### src/rtl/rifl_axis_upsizer.sv
// AXI-Stream width upsizer: packs RATIO narrow beats into one wide beat with per-lane keep.
// Partial words are flushed on input tlast or after TIMEOUT idle cycles.
module rifl_axis_upsizer #(
  parameter int DWIDTH  = 32,
  parameter int RATIO   = 4,
  parameter int TIMEOUT = 64
) (
  input  logic                    clk,
  input  logic                    rst_n,
  input  logic [DWIDTH-1:0]       s_axis_tdata,
  input  logic                    s_axis_tvalid,
  input  logic                    s_axis_tlast,
  output logic                    s_axis_tready,
  output logic [DWIDTH*RATIO-1:0] m_axis_tdata,
  output logic [RATIO-1:0]        m_axis_tkeep,
  output logic                    m_axis_tlast,
  output logic                    m_axis_tvalid,
  input  logic                    m_axis_tready
);

  localparam int LCW = $clog2(RATIO);
  localparam int WW  = DWIDTH * RATIO;

  logic [WW-1:0]    acc_data;
  logic [LCW-1:0]   lane_cnt;
  logic             out_free;
  logic             s_accept;
  logic             completing;
  logic             flush;
  logic             load_out;
  logic [WW-1:0]    word_next;
  logic [RATIO-1:0] keep_next;

  assign out_free      = ~m_axis_tvalid | m_axis_tready;
  assign s_axis_tready = out_free;
  assign s_accept      = s_axis_tvalid & out_free;
  assign completing    = s_accept & (s_axis_tlast | (lane_cnt == LCW'(RATIO - 1)));
  assign load_out      = completing | flush;

  // Unused accumulator lanes are always zero, so the outgoing word needs no masking.
  always_comb begin
    word_next = acc_data;
    keep_next = '0;
    for (int i = 0; i < RATIO; i++) begin
      if (s_accept && (LCW'(i) == lane_cnt)) begin
        word_next[i*DWIDTH +: DWIDTH] = s_axis_tdata;
      end
      keep_next[i] = completing ? (LCW'(i) <= lane_cnt) : (LCW'(i) < lane_cnt);
    end
  end

  always_ff @(posedge clk or negedge rst_n) begin
    if (!rst_n) begin
      acc_data <= '0;
      lane_cnt <= '0;
    end else if (load_out) begin
      acc_data <= '0;
      lane_cnt <= '0;
    end else if (s_accept) begin
      acc_data <= word_next;
      lane_cnt <= lane_cnt + 1'b1;
    end
  end

  always_ff @(posedge clk or negedge rst_n) begin
    if (!rst_n) begin
      m_axis_tdata  <= '0;
      m_axis_tkeep  <= '0;
      m_axis_tlast  <= 1'b0;
      m_axis_tvalid <= 1'b0;
    end else if (load_out) begin
      m_axis_tdata  <= word_next;
      m_axis_tkeep  <= keep_next;
      m_axis_tlast  <= completing & s_axis_tlast;
      m_axis_tvalid <= 1'b1;
    end else if (m_axis_tready) begin
      m_axis_tvalid <= 1'b0;
    end
  end

  generate
    if (TIMEOUT > 0) begin : g_timeout
      localparam int TW = (TIMEOUT > 1) ? $clog2(TIMEOUT) : 1;
      logic [TW-1:0] idle_cnt;
      logic          idle_done;

      assign idle_done = (idle_cnt == TW'(TIMEOUT - 1));
      // Saturates at the terminal count so a blocked output flushes the moment it frees.
      assign flush     = idle_done & (lane_cnt != '0) & ~s_accept & out_free;

      always_ff @(posedge clk or negedge rst_n) begin
        if (!rst_n) begin
          idle_cnt <= '0;
        end else if (s_accept || (lane_cnt == '0) || flush) begin
          idle_cnt <= '0;
        end else if (!idle_done) begin
          idle_cnt <= idle_cnt + 1'b1;
        end
      end
    end else begin : g_no_timeout
      assign flush = 1'b0;
    end
  endgenerate

endmodule

### config.mk
export PLATFORM = sky130hd
export DESIGN_NAME = rifl_axis_upsizer
export DESIGN_NICKNAME = d
export VERILOG_FILES = /design/src/rtl/rifl_axis_upsizer.sv
export SDC_FILE = /design/constraint.sdc
export NUM_CORES = 1
export LEC_CHECK = 0
export ABC_AREA = 1
export ABC_CLOCK_PERIOD_IN_PS = 2060
export CAP_MARGIN = 20
export CORE_MARGIN = 2
export CORE_UTILIZATION = 50
export DETAILED_ROUTE_END_ITERATION = 6
export PLACE_DENSITY = 0.75
export RECOVER_POWER = 25
export SLEW_MARGIN = 40
export SYNTH_ARGS = -nofsm -noshare
export SYNTH_HDL_FRONTEND = slang
export SYNTH_SLANG_ARGS = --single-unit
### constraint.sdc
create_clock -name clk -period 2.06 [get_ports clk]
set_input_delay 0.309 -clock clk [delete_from_list [all_inputs] [get_ports clk]]
set_output_delay 0.309 -clock clk [all_outputs]
set_load 0.005 [all_outputs]
# Yosys cells after proc, flatten, opt, wreduce, memory -nomap -nowiden
# Index checks and enable logic that the tools add are counted.
# totals
reg_bits,270
input_bits,37
output_inout_bits,135
# classes
n_reduce_logical,10
mux,16
n_eq_ne,6
n_bitwise,11
n_addsub,2
n_lt_le_gt_ge,8
# op_table
op,n
$mux 128,2
$mux 32,4
$mux 6,2
$add 6x1->6 const B,1
$and 1x1->1,6
$eq 6x6->1 const B,1
$mux 1,6
$reduce_bool 2->1,3
$eq 2x2->1 const A,2
$le 1x2->1 const A,2
$le 2x2->1 const A,2
$logic_and 1x1->1,4
$lt 1x2->1 const A,2
$lt 2x2->1 const A,2
$mux 2,2
$or 1x1->1,3
$add 2x1->2 const B,1
$eq 1x2->1 const A,1
$eq 2x2->1 const B,1
$logic_not 2->1,1
$logic_or 1x1->1,2
$ne 2x1->1 const B,1
$not 1->1,2

# Longest topological paths before layout
# depth
word_depth,8
depth_mapped,10
depth_no_buf,9

# Worst setup path before layout
# Ideal clock, no wire load.
# synth_timing
path_type,reg2reg
start,register lane_cnt[0]
end,register m_axis_tdata[100]
arrival_time_ns,1.687
slack_ns,0.307
setup_ns,0.066
stages_incl_launch_ff,9
synth_period_minus_slack_ns,1.753
path_cell_list,dfrtp_1 -> ha_1 -> or2_1 -> clkbuf_1 -> nand2_2 -> buf_4 -> buf_1 -> nand3_1 -> nand2_1
# synth_via
elab_chain_cells,5
word_cells_on_any_way,11
# synth_lines
item,line,rtl
start: declaration,25,logic [LCW-1:0] lane_cnt;
start signal: assignment,61,lane_cnt <= lane_cnt + 1'b1;
$reduce_bool 2->1,89,assign flush = idle_done & (lane_cnt != '0) & ~s_accept & out_free;
$and 1x1->1 (3 in a row),89,
$or 1x1->1,38,assign load_out = completing | flush;
end signal: assignment,72,m_axis_tdata <= word_next;
end: declaration,14,"output logic [DWIDTH*RATIO-1:0] m_axis_tdata,"
# Parallel ways exist; a longest one is shown, timed or not.
# A chain may end at the register's enable or synchronous reset.

# Final worst setup path
# layout_timing
start,register lane_cnt[1]
end,register m_axis_tdata[19]
# The elaborated chain is that of the path after synthesis.

==> flow_summary.json <==
{
  "run_status": "finished, final reports clean",
  "height_of_the_chip_um": 156.1,
  "hold_class": "primary input to asynchronous set/reset pin",
  "yosys.cell_types.count": 21,
  "synth_common_cells": "663 x nand2_1, 270 x dfrtp_1, 144 x nor2_1, 140 x inv_1, 138 x nand3_1",
  "end_kind": "register",
  "pwr-share-seq_pct": 41.1,
  "first_pass_iters": 4,
  "post-route-drc-count": 0,
  "worst_pin_slew_ns": 1.043,
  "final-seq-area_um2": 6756,
  "synthMostInstantiatedCell": "nand2_1",
  "global_route_wire_length_before_repair_um": 48310,
  "routed_wl_um": 29330,
  "antenna_found_initial": 0,
  "clk_root_buffer_cell": "clkbuf_16",
  "post_synth_instance_area_um2": 11570,
  "insertion_delay_ns": 0.53,
  "path_clk_slew_ns": 0.06,
  "maxCapViolCount": 0,
  "post-route-min-period_ns": 1.906,
  "class_of_the_most_critical_setup_path": "register to register",
  "asyncSetResetFlopFracSynth_pct": 100.0,
  "p_int_mw": 13.62,
  "grt_util_all_layers_pct": 24.71,
  "synth.top_cell.area_share_pct": 58.38,
  "detailedPlacementHpwl_um": 19360,
  "via_count_of_the_first_global_routing_pass": 9526,
  "synth_flop_cell": "dfrtp_1",
  "ys_seq_elements": 270,
  "htree_num_levels": 1,
  "num_io_pins": 172,
  "ir_drop_v": 0.0008071,
  "drive_above_1_share_pct": 6.064,
  "ys_warn_count": 0,
  "std_cell_rows": 55,
  "max_slew_vio_count": 0,
  "p_sw_mw": 6.407,
  "gp_congestion": 0.8447,
  "final_antenna_net_count": 0,
  "clock_sink_count": 270,
  "power.share.switching_pct": 31.99,
  "synthTopCellsByArea": "dfrtp_1 58%, nand2_1 22%, nand3_1 6.0%",
  "crit_required_ns": 2.53,
  "multi_input_area_um2": 3943,
  "die_area_um2": 24380,
  "num-fill-cells": 1932,
  "cp.arrival_ns": 2.38,
  "flow.area_growth_from_synthesis_pct": 27.86,
  "maximum_number_of_pins_on_one_net_before_global_route_repair": 83,
  "fin_nets": 1673,
  "tritoncts": "done",
  "cts_buffer_depth": 3,
  "yosys.area.top_type": "dfrtp_1",
  "viasPerCell": 4.973,
  "rsz0062_at_grt": "no",
  "die_wd_um": 156.1,
  "worstSetupStartpointType": "register",
  "finClkSkew_ns": 0.02094,
  "postSynthCellCount": 1462,
  "power-per-cell-area_nw_per_um2": 1353,
  "maxSlewHeadroom_pct": 30.50,
  "pwr-share-comb_pct": 34.6,
  "synthesis.nets": 1505,
  "synth_sequential_area_ratio_pct": 58.38,
  "floorplan.core_area_um2": 22710,
  "portBuffers": 171,
  "critical_path_peak_fanout": 27,
  "worst-r2r-setup-slack_ns": 0.15,
  "routed_wire_length_per_instance_um": 15.16,
  "timing_hold_violations_final": 0,
  "overall_via_count_from_detail_route": 9618,
  "pwr-share-clk_pct": 24.4,
  "setup-violations-final": 0,
  "static-leakage-power_nw": 7.983,
  "total_power_mw": 20.03,
  "antenna_cells": 0,
  "post_synth.cell_area_avg_um2": 7.916,
  "count_of_flip_flops_with_a_built_in_enable_after_synthesis": 0,
  "cts_inserted_buffers": 28,
  "min_period_over_period_pct": 92.53,
  "first_iter_violations": 512,
  "global_route.overflow_total": 0,
  "initial_core_util_pct": 50.96,
  "setup-tns-final_ns": 0,
  "f_max_mhz": 524.7
}
## timing repair
item	in CTS	in global routing
resized for setup	0	1
hold buffers	1	0
setup buffers	0	0
endpoints found under the setup margin	0	1
hold endpoints to repair	47	0
## cells in the final DEF, fill, tap and decap left out, types with 6 or more instances in the layout
master / instances
clkdlybuf4s50_1: 170
buf_12: 19
clkbuf_8: 9
clkbuf_1: 8
clkbuf_16: 29
nor2_1: 140
nand3_1: 138
ha_1: 6
buf_4: 22
nand2_1: 662
inv_1: 140
dfrtp_1: 270
## layer usage
layer,global-route usage (%),wire (um)
met2,42.65,14150
met4,7.383,856
met1,32.25,12650
met3,4.083,1662
met5,0,0
## cell type report
class                   count  share of cell area [%]
inverters                 142                   3.602
well taps                 285                   2.410
repair buffers            219                   15.60
multi-input cells         969                   26.64
clock buffers              44                   5.893
flip-flops and latches    270                   45.66
clock inverters             5                  0.1945
## cell families (layout without fill, tap and decap cells)
| family | count (synthesis) | count (layout) | synth area share (%) |
|---|---|---|---|
| and+or+nand+nor | 952 | 952 | 32.53 |
| DFF | 270 | 270 | 58.38 |
| buffers and inverters | 223 | 410 | 7.816 |
| AOI/OAI and AO/OA | 8 | 8 | 0.4000 |
| adders and majority gates | 6 | 6 | 0.6486 |
| xor gates and xnor gates | 3 | 3 | 0.2271 |
## path summary, 6_finish.rpt
check	startpoint	end	cells past startpoint
setup reg to reg	lane_cnt[1]	m_axis_tdata[19]	9
max in group asynchronous	rst_n	m_axis_tdata[118]	3
min in group clk	s_axis_tlast	m_axis_tlast	3
hold / removal	rst_n	acc_data[40]	2
setup / recovery	lane_cnt[1]	m_axis_tdata[19]	9
hold reg to reg	m_axis_tkeep[0]	m_axis_tkeep[0]	1
## power groups by stage
stage / logic, mW / clock network (mW) / registers (mW)
6_report: 6.92 / 4.88 / 8.23
5_1_grt: 7.81 / 5.21 / 8.44
3_3_place_gp: 6.75 / 0 / 8.25
3_5_place_dp: 6.93 / 0 / 8.30
4_1_cts: 7.01 / 4.98 / 8.24
2_1_floorplan: 3.29 / 0 / 8.19
## critical path, stage by stage (launching register included)
cell     delay, ns
dfrtp_1       0.43
inv_1         0.13
ha_1          0.22
inv_1         0.09
nand2_1       0.13
o21ai_4       0.26
buf_12        0.22
buf_4         0.21
nand2_1       0.09
nand2_1       0.06
## registers in the layout (all words and copies together) (netlist names)
signal and cells:
acc_data 128, m_axis_tkeep 4, m_axis_tvalid 1, g_timeout.idle_cnt 6
m_axis_tdata 128, lane_cnt 2, m_axis_tlast 1
## through the flow
step                      area [um2]  hold slack (ns)  setup slack [ns]  util [%]  std cells
after global placement         13950           0.2702            0.1199     61.41       1884
after CTS                      14860           0.3035            0.1408     65.42       1934
after floorplan                11570          0.01341            0.3073         -       1462
after global routing           14800           0.2937           0.02739     65.16       1934
final                          14800           0.2697            0.1540     65.16       1934
after detailed placement       13950           0.2705           0.06309     61.41       1884
Power figures use the tool's default switching activity.
